$ cat src/rtl/instr_reader.sv
// Sweeps an entry range of the instruction register and presents each entry on a valid/ready port.
// Define CHECK_RESULT_EN to add result checking (mismatch, err_count).
package instr_reader_pkg;

    typedef logic [4:0]         address_t;
    typedef logic signed [31:0] operand_t;

    typedef enum logic [2:0] {
        ZERO, PASSA, PASSB, ADD, SUB, MULT, DIV, MOD
    } opcode_t;

    typedef struct packed {
        opcode_t     opc;
        operand_t    op_a;
        operand_t    op_b;
        logic [63:0] result;
    } instruction_t;

endpackage

module instr_reader
    import instr_reader_pkg::*;
#(
    parameter int unsigned ERR_CNT_W = 8
) (
    input  logic                 clk,
    input  logic                 reset_n,
    input  logic                 start,
    input  address_t             first_ptr,
    input  address_t             last_ptr,
    output address_t             read_pointer,
    input  instruction_t         instruction_word,
    output logic                 out_valid,
    input  logic                 out_ready,
    output instruction_t         out_word,
    output address_t             out_index,
    output logic                 busy,
    output logic                 done
`ifdef CHECK_RESULT_EN
    ,
    output logic                 mismatch,
    output logic [ERR_CNT_W-1:0] err_count
`endif
);

    if (ERR_CNT_W == 0) begin : g_bad_err_cnt_w
        $error("ERR_CNT_W must be at least 1");
    end

    typedef enum logic [1:0] {StIdle, StRead, StSend, StFinish} state_t;

    state_t       state_q, state_d;
    address_t     ptr_q, ptr_d;
    address_t     last_q, last_d;
    instruction_t word_q, word_d;
    address_t     index_q, index_d;

    always_comb begin
        state_d = state_q;
        ptr_d   = ptr_q;
        last_d  = last_q;
        word_d  = word_q;
        index_d = index_q;
        case (state_q)
            StIdle: begin
                if (start) begin
                    ptr_d   = first_ptr;
                    last_d  = last_ptr;
                    state_d = StRead;
                end
            end
            StRead: begin
                word_d  = instruction_word;
                index_d = ptr_q;
                state_d = StSend;
            end
            StSend: begin
                if (out_ready) begin
                    if (ptr_q == last_q) begin
                        state_d = StFinish;
                    end else begin
                        // 5-bit add wraps 31 -> 0 for free
                        ptr_d   = ptr_q + 5'd1;
                        state_d = StRead;
                    end
                end
            end
            StFinish: state_d = StIdle;
            default:  state_d = StIdle;
        endcase
    end

    always_ff @(posedge clk or negedge reset_n) begin
        if (!reset_n) begin
            state_q <= StIdle;
            ptr_q   <= '0;
            last_q  <= '0;
            word_q  <= '0;
            index_q <= '0;
        end else begin
            state_q <= state_d;
            ptr_q   <= ptr_d;
            last_q  <= last_d;
            word_q  <= word_d;
            index_q <= index_d;
        end
    end

    // ptr only moves on entry to READ, so it doubles as the held read address
    assign read_pointer = ptr_q;
    assign out_valid    = (state_q == StSend);
    assign busy         = (state_q != StIdle);
    assign done         = (state_q == StFinish);
    assign out_word     = word_q;
    assign out_index    = index_q;

`ifdef CHECK_RESULT_EN
    function automatic logic [63:0] expected_result(instruction_t w);
        logic signed [63:0] a;
        logic signed [63:0] b;
        logic signed [63:0] r;
        a = {{32{w.op_a[31]}}, w.op_a};
        b = {{32{w.op_b[31]}}, w.op_b};
        case (w.opc)
            ZERO:    r = '0;
            PASSA:   r = a;
            PASSB:   r = b;
            ADD:     r = a + b;
            SUB:     r = a - b;
            MULT:    r = a * b;
            DIV:     r = (b == 0) ? '0 : a / b;
            MOD:     r = (b == 0) ? '0 : a % b;
            default: r = '0;
        endcase
        return r;
    endfunction

    logic                 mismatch_q, mismatch_d;
    logic [ERR_CNT_W-1:0] err_count_q, err_count_d;

    always_comb begin
        mismatch_d  = mismatch_q;
        err_count_d = err_count_q;
        if (state_q == StRead) begin
            mismatch_d = (instruction_word.result != expected_result(instruction_word));
        end
        if ((state_q == StSend) && out_ready && mismatch_q && (err_count_q != '1)) begin
            err_count_d = err_count_q + 1'b1;
        end
    end

    always_ff @(posedge clk or negedge reset_n) begin
        if (!reset_n) begin
            mismatch_q  <= 1'b0;
            err_count_q <= '0;
        end else begin
            mismatch_q  <= mismatch_d;
            err_count_q <= err_count_d;
        end
    end

    assign mismatch  = mismatch_q;
    assign err_count = err_count_q;
`endif

endmodule

$ cat config.mk
export PLATFORM = sky130hd
export DESIGN_NAME = instr_reader
export DESIGN_NICKNAME = d
export VERILOG_FILES = /design/src/rtl/instr_reader.sv
export SDC_FILE = /design/constraint.sdc
export NUM_CORES = 1
export LEC_CHECK = 0
export CORE_ASPECT_RATIO = 1.75
export CORE_MARGIN = 2
export CORE_UTILIZATION = 40
export CTS_CLUSTER_SIZE = 14
export DETAILED_ROUTE_END_ITERATION = 6
export HOLD_SLACK_MARGIN = 0.05
export MAX_ROUTING_LAYER = met4
export PLACE_DENSITY = 0.88
export SLEW_MARGIN = 40
export SYNTH_ARGS = -nofsm -noshare
export SYNTH_HDL_FRONTEND = slang
export SYNTH_SLANG_ARGS = --single-unit
export TNS_END_PERCENT = 100
$ cat constraint.sdc
create_clock -name clk -period 3.9 [get_ports clk]
set_clock_uncertainty 0.05 [all_clocks]
set_input_delay 0.78 -clock clk [delete_from_list [all_inputs] [get_ports clk]]
set_output_delay 0.78 -clock clk [all_outputs]
set_load 0.02 [all_outputs]
=== Word-level counts from Yosys, hierarchy flattened ===
Index checks and enable logic that the tools add are counted.

* Register bits: 148
* Input port bits: 145
* Word-level logic and storage cells: 30

* Add/sub/neg operators: 1
* Equality and inequality tests: 7
* Muxes and demuxes: 8
* Reduce and logical (&&, ||, !) cells: 6

{| class="wikitable"
|+ Operators with widths
! kind !! number
|-
| $mux W5 || 3
|-
| $pmux W5 S2 || 1
|-
| $pmux W2 S4 || 1
|-
| $mux W2 || 3
|-
| $add A5 B1 Y5 const B || 1
|-
| $eq A5 B5 Y1 || 1
|-
| $eq A2 B2 Y1 const B || 2
|-
| $ne A2 B2 Y1 const B || 2
|-
| $reduce_and A2 Y1 || 2
|-
| $reduce_and A4 Y1 || 1
|-
| $reduce_bool A2 Y1 || 2
|-
| $eq A2 B1 Y1 const B || 1
|-
| $logic_not A2 Y1 || 1
|-
| $ne A2 B1 Y1 const B || 1
|}

=== Depth between registers and ports, before layout ===
Gate-level depths: netlist (run 1).

* Depth after elaboration: 4
* Gate-level depth with buffers: 6
* Gate-level depth less buffers: 5

=== Least setup slack after synthesis (run 1) ===
OpenSTA, ideal clock, no wires.

* Path kind: register to output
* From: register state_q[0]
* To: output out_valid
* Arrival: 1.020 ns
* Data required time: 3.070 ns
* Slack: 2.050 ns
* Stages on the path, launching flop included: 4
* Path buffers: 1
* Cell sequence: dfrtp_1 -> nand2b_4 -> inv_1 -> clkbuf_1

* Word-level cells in the longest chain between the ends: 1

{| class="wikitable"
|+ RTL lines
! what !! RTL line !! RTL
|-
| start: declaration || 52 || <nowiki>state_t state_q, state_d;</nowiki>
|-
| start signal: assignment || 95 || <nowiki>state_q <= StIdle;</nowiki>
|-
| start signal: assignment || 101 || <nowiki>state_q <= state_d;</nowiki>
|-
| $eq A2 B2 Y1 || 111 || <nowiki>assign out_valid = (state_q == StSend);</nowiki>
|-
| end: declaration || 33 || <nowiki>output logic out_valid,</nowiki>
|}

Every way passes these cells.

=== Final worst setup path (run 1) ===
Ends and elaborated chain as after synthesis.

==> results.tsv, run 1 <==
metric	value	unit
post_cts_buffers	0	
critPathSlowestCell	clkdlybuf4s50_1	
dieArea	0.0153	sq mm
hold_buffers	0	
final_cells	840	
grt_util_met2	39.8	%
syn_to_final_growth	64.9	%
synthCells	357	
pin_count	289	
ys.flop_type	dfrtp_1	
routed_via_density	4.90	
path_buf_inv	2	
critical_path_class	flop to output pin	
htreeDepth	4	
clock_sinks	148	
synth_common_cells	148 x dfrtp_1, 138 x mux2_2, 11 x nand2_1	
finalMaxSlewViolations	0	
synth_edf_count	0	
syn_area_per_cell	16.0	sq um
place_congestion	0.990	
use_met1	21.9	%
via_count	4118	
yosysTopAreaCell	dfrtp_1	
ant_nets	0	
p_leak	3.92	nW
synthArstFlopShare	100	%
yosysMostFrequentCell	dfrtp_1	
yosys.area.top_type_share	64.8	%
routed_wl	15900	um
wl_per_cell	19.0	um
ys_warn_count	0	
start_util	41.1	%
ys_top_cells_by_area	dfrtp_1 65%, mux2_2 27%, buf_4 1.2%	
layout_min_cycle_time	2.81	ns
busiest_layer	met2	
drt_pass1_iterations	4	
portBuffers	288	
numCtsBuffers	17	
worstMarginPinSlew	0.694	ns
drc	0	
fin_crit_sh	72.0	%
grt.total_usage	21.8	%
grtUsageMet3	5.47	%
outcome	completed	
end_kind	output pin	
seq_area_frac_synth	64.8	%
grt_first_pass_wirelength	24600	um
dp_hpwl	12100	um
n_antenna_cell	0	
core	0.0139	sq mm
die_x	94.4	um
final_nets	798	
insertion_delay	0.40	ns
drive_gt1_share	27.5	%
drtIter0Drc	116	
path_cells	nand2b_4 > inv_1 > clkdlybuf4s50_1	
clkTransAtPathRegs	0.06	ns
hold_viol	0	
rsz0062_at_grt	no	
cts-root-buf	clkbuf_16	
cts_tree	done	
dp.cells	810	
antenna_found_initial	0	
grt_pass1_vias	4677	
ir_drop	0.485	mV
synth_cell_types	28	
die_h	162	um
setup_viol	0	
cp_max_fo	13	
required	3.07	ns
crit_family	buffers and inverters	
syn_nets	503	
tns	0	ns
fmax	0.356	GHz
slew_headroom	53.7	%
arrival	1.98	ns
post_cts_resized	0	
grt_overflow	0	
cp-start-kind	flop	
hold_path_class	primary input to async pin	
maxCapViolations	0	
p_per_area	936	mW/mm^2
grt_max_degree	87	
clockBufferDepth	2	
critPathMaxStageDelay	0.68	ns
ys_seq_elements	148	
synth_area	0.00572	sq mm
rows	57	
## routing by layer
| metal | routed length [um] | share of wire, % |
|---|---|---|
| met1 | 5270 | 33 |
| met2 | 9120 | 57 |
| met3 | 1130 | 7.1 |
| met4 | 428 | 2.7 |
| met5 | 0 | 0 |
## path summary, 6_finish.rpt
check                           endpoint    startpoint  slack, ns  depth (start not counted)
setup / recovery               out_valid    state_q[0]       1.09                          3
hold / removal             out_word[109]       reset_n       0.37                          1
setup reg to reg            out_word[57]    state_q[1]       2.03                          4
hold reg to reg             out_index[4]  out_index[4]       0.45                          2
max in group asynchronous   out_word[82]       reset_n       2.69                          2
min in group clk            out_index[4]  out_index[4]       0.45                          2
## where the power goes
part / internal [mW] / switching, mW / total, mW
clock: 1.07 / 0.621 / 1.69
sequential: 2.33 / 0.473 / 2.81
combinational: 2.33 / 1.99 / 4.32
## registers in the layout, indices dropped and copies added (netlist names)
signal        count
last_q            5
out_index         5
out_word        131
read_pointer      5
state_q           2
## layout make-up
class                   instances  area, sq um
clock buffers                  18          429
clock inverters                12          180
fillers                       995         4480
inverters                       5         18.8
multi-input cells             187         1900
flip-flops and latches        148         3700
well taps                     177          221
repair buffers                293         2970
## cell usage in the layout, fill, tap and decap left out, types with 2 or more instances in the layout
| cell | instances |
|---|---|
| a22oi_1 | 3 |
| inv_6 | 2 |
| nand2b_4 | 2 |
| clkinv_2 | 2 |
| xnor2_1 | 3 |
| o22ai_1 | 2 |
| nor2_1 | 4 |
| clkinv_4 | 2 |
| clkinvlp_4 | 2 |
| mux2_2 | 138 |
| nand3_1 | 3 |
| dfrtp_1 | 148 |
| bufinv_16 | 4 |
| o21ai_0 | 3 |
| xor2_1 | 2 |
| inv_1 | 5 |
| buf_12 | 4 |
| clkbuf_16 | 17 |
| clkdlybuf4s50_1 | 287 |
| nand2_1 | 11 |
| or2_2 | 2 |
| o211ai_1 | 3 |
## logic make-up (layout without fill, tap and decap cells)
| family | after synthesis | count (layout) | share of synthesized area (%) |
|---|---|---|---|
| buffers and inverters | 22 | 328 | 2.17 |
| adders and majority gates | 1 | 1 | 0.219 |
| AOI/OAI and AO/OA | 16 | 16 | 2.17 |
| DFF | 148 | 148 | 64.8 |
| muxes | 140 | 140 | 27.6 |
| xor gates and xnor gates | 5 | 5 | 0.766 |
| and+or+nand+nor | 25 | 25 | 2.25 |
## stage by stage
step	hold slack [ns]	power, mW	utilization [%]	instance area, sq um	worst slack, ns
3_5_place_dp	0.435	7.18	63.4	8810	1.47
6_report	0.373	8.82	67.8	9420	1.09
5_1_grt	0.400	9.25	67.8	9420	1.01
4_1_cts	0.409	8.91	67.7	9420	1.10
2_1_floorplan	0.434	5.04	-	5720	2.05
3_3_place_gp	0.423	6.98	63.1	8770	1.57
Power figures use the tool's default switching activity.
==> run 2, diff against run 1 <==
CORE_UTILIZATION = 36   (was 40)
PLACE_DENSITY = 0.84   (was 0.88)
clock period = 2.5 ns   (was 3.9 ns; I/O delays follow)
==> run 2 against run 1 <==
Routed wire length shrank 5.2%. Power grew 53%. Count of clock-buffer cells in the layout is the same. Combinational power grew 55%. Worst setup slack lost 0.99 ns. Core utilization shrank 7.8 points. Die area grew 11%. Cell area is essentially flat.
==> results.tsv, run 2 (same netlist as run 1, synthesis figures left out) <==
metric	value	unit
critical_path_class	flop to output pin	
routed_via_density	4.73	
fmax	0.417	GHz
drive_gt1_share	27.9	%
final_nets	799	
rsz0062_at_grt	no	
grt_pass1_vias	4298	
p_per_area	1440	mW/mm^2
tns	0	ns
rows	61	
via_count	4041	
grt_first_pass_wirelength	22800	um
grt_overflow	0	
routed_wl	15100	um
syn_to_final_growth	64.8	%
htreeDepth	4	
end_kind	output pin	
cts-root-buf	clkbuf_16	
post_cts_buffers	0	
drc	0	
start_util	36.4	%
largest_reg_flops	131	
hold_viol	0	
grt_util_met2	31.7	%
mostFrequentLayoutCell	clkdlybuf4s50_1	
clockBufferDepth	2	
grt.total_usage	17.9	%
place_congestion	0.891	
busiest_layer	met2	
power	13.5	mW
numCtsBuffers	17	
ant_nets	0	
insertion_delay	0.40	ns
power_frac_comb	49.5	%
maxCapViolations	0	
portBuffers	288	
use_met1	18.9	%
wl_per_cell	17.7	um
drt_pass1_iterations	4	
fin_crit_sh	96.0	%
worstMarginPinSlew	0.518	ns
core	0.0157	sq mm
finalMaxSlewViolations	0	
dp_hpwl	11500	um
internal_power	8.68	mW
p_switching	4.85	mW
n_antenna_cell	0	
final_cell_mix	287 x clkdlybuf4s50_1, 148 x dfrtp_1, 138 x mux2_2	
clock_sinks	148	
die_x	99.3	um
clkTransAtPathRegs	0.06	ns
antenna_found_initial	0	
cp-start-kind	flop	
p_seq_share	32.2	%
switching_share	35.8	%
setup_viol	0	
grtUsageMet3	3.92	%
arrival	1.85	ns
ir_drop	0.744	mV
die_h	171	um
cp_max_fo	13	
hold_path_class	flop to flop	
pin_count	289	
required	1.95	ns
layout_min_cycle_time	2.40	ns
pwr-share-clk	18.3	%
cts_tree	done	
dieArea	0.0169	sq mm
p_leak	3.90	nW
drtIter0Drc	105	
outcome	completed	
grt_max_degree	61	
slew_headroom	65.5	%
-- run 2: path summary, 6_finish.rpt --
kind | startpoint | end | slack, ns | depth (start not counted)
worst min-delay path | out_word[3] | out_word[3] | 0.45 | 1
worst max register to register | state_q[1] | out_word[64] | 0.66 | 3
worst max-delay path | state_q[0] | out_valid | 0.10 | 3
worst min register to register | out_word[3] | out_word[3] | 0.45 | 1
min in group asynchronous | reset_n | last_q[3] | 0.55 | 2
max in group asynchronous | reset_n | out_word[45] | 1.20 | 3
-- run 2: per-stage QoR --
| step | util, % | setup WS [ns] | area, sq um | cells | hold WS [ns] |
|---|---|---|---|---|---|
| 5_1_grt | 59.9 | 0.0229 | 9420 | 855 | 0.469 |
| 6_report | 59.9 | 0.100 | 9420 | 855 | 0.452 |
| 3_3_place_gp | 56.1 | 0.407 | 8830 | 822 | 0.427 |
| 4_1_cts | 59.9 | 0.0727 | 9420 | 855 | 0.455 |
| 3_5_place_dp | 56.1 | 0.358 | 8830 | 822 | 0.441 |
| 2_1_floorplan | - | 0.749 | 5720 | 357 | 0.154 |
-- run 2: critical path, stage by stage (launching register included) --
cell	delay, ns
dfrtp_1	0.43
nand2b_4	0.19
clkinvlp_4	0.18
clkdlybuf4s50_1	0.64
-- run 2: cell type report --
class,instances,area [sq um]
inverters,5,22.5
repair buffers,294,2980
fillers,1213,6300
multi-input cells,187,1900
clock inverters,14,141
clock buffers,18,439
flip-flops and latches,148,3700
well taps,189,236
-- run 2: metal layers --
| layer | share of wire (%) | vias to the layer above |
|---|---|---|
| met5 | 0 | - |
| met4 | 3.5 | 0 |
| met3 | 5.9 | 34 |
| met2 | 55 | 177 |
| met1 | 35 | 1989 |
| li1 | - | 1841 |
-- run 2: power groups by stage --
stage	combinational [mW]	sequential, mW	clock, mW
after floorplan	2.12	5.74	0
after global placement	6.60	4.31	0
after detailed placement	6.73	4.39	0
after CTS	6.77	4.36	2.56
after global routing	7.05	4.51	2.65
final	6.70	4.35	2.48
-- run 2: what timing repair did --
item                                   CTS  global route
setup endpoints to repair                1             0
endpoints found under the hold margin   49             0
gates resized for setup                  1             0
hold buffers                             1             0
==> run 3, diff against run 2 <==
CAP_MARGIN = 20   (was default)
SLEW_MARGIN = default   (was 40)
==> results of run 3 <==
Same layout as run 2: the final DEF is identical, and so are final timing and power.
